## src/rtl/deagg_src_arbiter.sv

```systemverilog
// Round-robin arbiter that multiplexes several wide-word sender FIFOs onto one
// deaggregator sender port, granting whole words in bounded bursts.
module deagg_src_arbiter #(
    parameter int DATA_WIDTH  = 9,
    parameter int FETCH_WIDTH = 5,
    parameter int NUM_SRC     = 4,
    parameter int BURST_LEN   = 4
) (
    input  logic                                     clk,
    input  logic                                     rst_n,
    input  logic                                     enable,
    input  logic [NUM_SRC-1:0]                       src_mask,
    input  logic [NUM_SRC*FETCH_WIDTH*DATA_WIDTH-1:0] src_data,
    input  logic [NUM_SRC-1:0]                       src_empty_n,
    output logic [NUM_SRC-1:0]                       src_deq,
    output logic [FETCH_WIDTH*DATA_WIDTH-1:0]        deagg_data,
    output logic                                     deagg_empty_n,
    input  logic                                     deagg_deq,
    output logic                                     grant_valid,
    output logic [((NUM_SRC > 1) ? $clog2(NUM_SRC) : 1)-1:0] grant_id,
    output logic [15:0]                              word_count
);

    localparam int W     = FETCH_WIDTH * DATA_WIDTH;
    localparam int ID_W  = (NUM_SRC > 1) ? $clog2(NUM_SRC) : 1;
    localparam int CNT_W = $clog2(BURST_LEN + 1);

    typedef enum logic {IDLE, GRANT} state_t;

    state_t           state;
    logic [ID_W-1:0]  last_id;
    logic [CNT_W-1:0] burst_cnt;

    logic [W-1:0]       src_words [NUM_SRC];
    logic [NUM_SRC-1:0] req;
    logic [ID_W-1:0]    cand;
    logic [ID_W-1:0]    pick_id;
    logic               pick_found;
    logic               accept;
    logic               burst_done;
    logic               release_grant;

    for (genvar i = 0; i < NUM_SRC; i++) begin : g_split
        assign src_words[i] = src_data[i*W +: W];
    end

    // Circular first-set search starting just after the last released source.
    always_comb begin
        req        = src_empty_n & src_mask;
        cand       = '0;
        pick_id    = '0;
        pick_found = 1'b0;
        for (int k = 1; k <= NUM_SRC; k++) begin
            cand = ID_W'((int'(last_id) + k) % NUM_SRC);
            if (!pick_found && req[cand]) begin
                pick_found = 1'b1;
                pick_id    = cand;
            end
        end
    end

    always_comb begin
        src_deq       = '0;
        deagg_data    = '0;
        deagg_empty_n = 1'b0;
        if (state == GRANT) begin
            deagg_data        = src_words[grant_id];
            deagg_empty_n     = src_empty_n[grant_id];
            src_deq[grant_id] = deagg_deq & src_empty_n[grant_id];
        end
    end

    assign accept        = deagg_deq & deagg_empty_n;
    assign burst_done    = accept && (burst_cnt == CNT_W'(BURST_LEN - 1));
    assign release_grant = burst_done || !src_empty_n[grant_id] ||
                           !src_mask[grant_id] || !enable;
    assign grant_valid   = (state == GRANT);

    // Every release passes through IDLE, giving the one-cycle bubble between grants.
    always_ff @(posedge clk or negedge rst_n) begin
        if (!rst_n) begin
            state      <= IDLE;
            grant_id   <= '0;
            last_id    <= ID_W'(NUM_SRC - 1);
            burst_cnt  <= '0;
            word_count <= '0;
        end else begin
            if (accept) begin
                word_count <= word_count + 16'd1;
            end
            case (state)
                IDLE: begin
                    if (enable && pick_found) begin
                        grant_id  <= pick_id;
                        burst_cnt <= '0;
                        state     <= GRANT;
                    end
                end
                GRANT: begin
                    if (accept) begin
                        burst_cnt <= burst_cnt + 1'b1;
                    end
                    if (release_grant) begin
                        state   <= IDLE;
                        last_id <= grant_id;
                    end
                end
                default: state <= IDLE;
            endcase
        end
    end

endmodule

```

## config.mk

```make
export PLATFORM = sky130hd
export DESIGN_NAME = deagg_src_arbiter
export DESIGN_NICKNAME = d
export VERILOG_FILES = /design/src/rtl/deagg_src_arbiter.sv
export SDC_FILE = /design/constraint.sdc
export NUM_CORES = 1
export LEC_CHECK = 0
export BUFFER_PORTS_ARGS = -buffer_cell sky130_fd_sc_hd__buf_2
export CAP_MARGIN = 20
export CORE_AREA = 8 8 96 98
export CTS_BUF_LIST = sky130_fd_sc_hd__clkbuf_4
export CTS_CLUSTER_DIAMETER = 50
export DETAILED_ROUTE_END_ITERATION = 8
export DIE_AREA = 0 0 104 106
export PLACE_DENSITY = 0.78
export SYNTH_ARGS = -nofsm -noshare
export SYNTH_HDL_FRONTEND = slang
export SYNTH_SLANG_ARGS = --single-unit
export TNS_END_PERCENT = 100
```

## constraint.sdc

```tcl
create_clock -name clk -period 3.3 [get_ports clk]
set_clock_uncertainty 0.05 [all_clocks]
set_input_delay 0.825 -clock clk [delete_from_list [all_inputs] [get_ports clk]]
set_output_delay 0.825 -clock clk [all_outputs]
set_load 0.02 [all_outputs]
```

==> out/results.tsv <==
metric	value	unit
Routed wire per std cell	19.8	µm
RSZ-0062 raised after global routing	false	
routed via count	2989	
FF-to-FF path depth	4	
remaining antenna violation count	0	
Hold Crit Class	input pin to asynchronous set/reset pin	
DRC	0	
Clock Latency Late Sink	0.30	ns
All-Layer GR Usage	0.194	
FMAX	335	MHz
Vias/cell	5.12	
pwr/cell area	490	mW/mm²
mean post-synth cell area	11.6	µm²
Leak	0.00213	µW
Syn. warnings	0	
CTS tree	done	
global-route wire length before repair	17.6	mm
vias in the first global route	3209	
DR iter-0 viols	188	
total negative slack	0	ns
post-synthesis sequential area ratio	0.229	
fin crit period	2.99	ns
Synth Instances	228	
setup violators final	0	
FF-to-FF End	word_count[15]	
Rows	33	
CP max FO	23	
Worst R2R Setup Slack	1.27	ns
Final Hold Viols	0	
Post-Syn Nets	423	
slew at the pin closest to its max-slew limit	0.630	ns
most common flop cell mapped by yosys	dfrtp_1	
initial antenna violation count	1	
Synth async-reset ratio	1.00	
H-tree depth	1	
CTS Hold Bufs	0	
Synth Cell Area	0.00264	mm²
Final nets	674	
critical path type	register to primary output	
# clock sinks	24	
Worst-path clk slew	0.12	ns
Crit. End Element	primary output	
Max-Cap Viols	0	
core footprint	0.00785	mm²
num ports	261	
layout cells sized above 1	0.680	
crit path DAT	2.11	ns
required time of the critical path	2.42	ns
Max-slew headroom	0.580	
Hold WS	0.421	ns
clock root buffer	clkbuf_4	
fin. max-slew vios	0	
RR Startpoint	grant_id[0]	
largest net degree at the start of global routing	48	
chip height	106	µm
area delta synth->final	54.4	%
Synth cell types	37	
# Post-CTS Setup Buffers	0	
CP startpoint kind	register	
Bufs on Longest Clock Path	2	
drt pass-1 iters	4	
fillers	726	
VDD IR max	0.367	mV
RD Place Congestion	0.948	
grt ovf	0	
#FFs+latches synth	24	
placed cell areas	0.00405	mm²
DP HPWL	10.0	mm
EDFF count, synth	0	
Final Cell Area	0.00407	mm²
Post-CTS Resized	0	
CTS buffer count	3	
Die X	104	µm
drt total wl	11.5	mm
port bufs	260	
die area	0.0110	mm²
post-route clock period utilization	0.906	
Starting Density	0.336	
status	finished, final reports clean	
## power breakdown
group,switching [µW],total (µW),internal (µW)
registers,125,479,354
clock network,81.2,125,44.1
logic,640,1390,754
## state kept, by name (all words and copies together) (netlist names)
register / count
burst_cnt: 3
grant_id: 2
grant_valid: 1
last_id: 2
word_count: 16
## kinds of logic after synthesis
group / share of synthesized area
AND/OR/NAND/NOR: 0.196
multiplexers: 0.414
flip-flops: 0.229
AO/OA/AOI/OAI: 0.0479
buffers and inverters: 0.0498
adder cells (fa/ha/maj): 0.0142
XOR/XNOR: 0.0498
## layout by cell type (no fill, tap or decap), drive strengths merged, types with 2 or more instances in the layout
| cell type | count |
|---|---|
| buf | 265 |
| mux4 | 47 |
| and2 | 46 |
| dfrtp | 22 |
| nand2 | 14 |
| inv | 10 |
| xnor2 | 10 |
| nor2 | 8 |
| nand3 | 7 |
| nor3 | 5 |
| xor2 | 5 |
| mux2 | 3 |
| a22o | 3 |
| nand4 | 3 |
| ha | 3 |
| clkbuf | 3 |
| nor3b | 2 |
| a22oi | 2 |
| a31oi | 2 |
| o21ai | 2 |
| dfstp | 2 |
| and3 | 2 |
## worst max-delay path: stages, from the launching register on
cell and delay, ns:
dfrtp_4 0.69, buf_12 0.27, mux4_2 0.52, and2_1 0.17, buf_2 0.16
## cell type report
type                            count  area [µm²]  share of cell area
Multi-Input combinational cell    175        1900               0.467
Clock inverter                      1        3.75            0.000921
Antenna cell                        1        2.50            0.000614
Clock buffer                        3        22.5             0.00553
Timing Repair Buffer              265        1360               0.335
Sequential cell                    24         608               0.149
Tap cell                          105         131              0.0322
Inverter                           10        37.5             0.00921
## routing by layer
| metal | up-vias | share of wire | global-route usage |
|---|---|---|---|
| met4 | 0 | 0.0084 | 0.0248 |
| met2 | 168 | 0.53 | 0.352 |
| li1 | 1367 | - | - |
| met3 | 10 | 0.081 | 0.0490 |
| met1 | 1444 | 0.38 | 0.231 |
| met5 | - | 0 | 0 |
## through the flow
step | power [µW] | cells | utilization | worst slack [ns]
after floorplan | 1460 | 228 | - | 0.579
after global placement | 1860 | 579 | 0.516 | 0.481
after detailed placement | 1890 | 579 | 0.516 | 0.456
after CTS | 2020 | 583 | 0.519 | 0.276
after global routing | 2140 | 584 | 0.519 | 0.141
final | 2000 | 584 | 0.519 | 0.311
## synth_stat cells, types with 2 or more instances
library cell / number / share of area
nor3_1: 5 / 0.0095
ha_1: 3 / 0.014
buf_6: 2 / 0.0085
inv_1: 10 / 0.014
xor2_1: 5 / 0.017
a31oi_1: 2 / 0.0047
dfstp_2: 2 / 0.020
a22o_1: 3 / 0.010
nand4_1: 3 / 0.0071
xnor2_1: 10 / 0.033
mux2_2: 3 / 0.013
buf_2: 6 / 0.011
o21ai_0: 2 / 0.0038
mux4_2: 47 / 0.40
dfrtp_1: 22 / 0.21
a22oi_1: 2 / 0.0057
and2_1: 46 / 0.11
clkbuf_1: 10 / 0.014
nor2_1: 7 / 0.010
nor3b_1: 2 / 0.0057
nand3_1: 7 / 0.013
nand2_1: 14 / 0.020
## how the worst max path moves through the flow
stage,from,to,slack [ns],cells after the start
after floorplan,src_empty_n[1],src_deq[2],0.58,3
after CTS,grant_id[0],deagg_data[30],0.28,4
after global routing,grant_id[0],src_deq[2],0.14,4
final,grant_id[0],deagg_data[30],0.31,4
after detailed placement,src_empty_n[3],src_deq[2],0.46,5
after global placement,src_empty_n[3],src_deq[2],0.48,5
No activity file was read; power rests on OpenSTA's default activity.
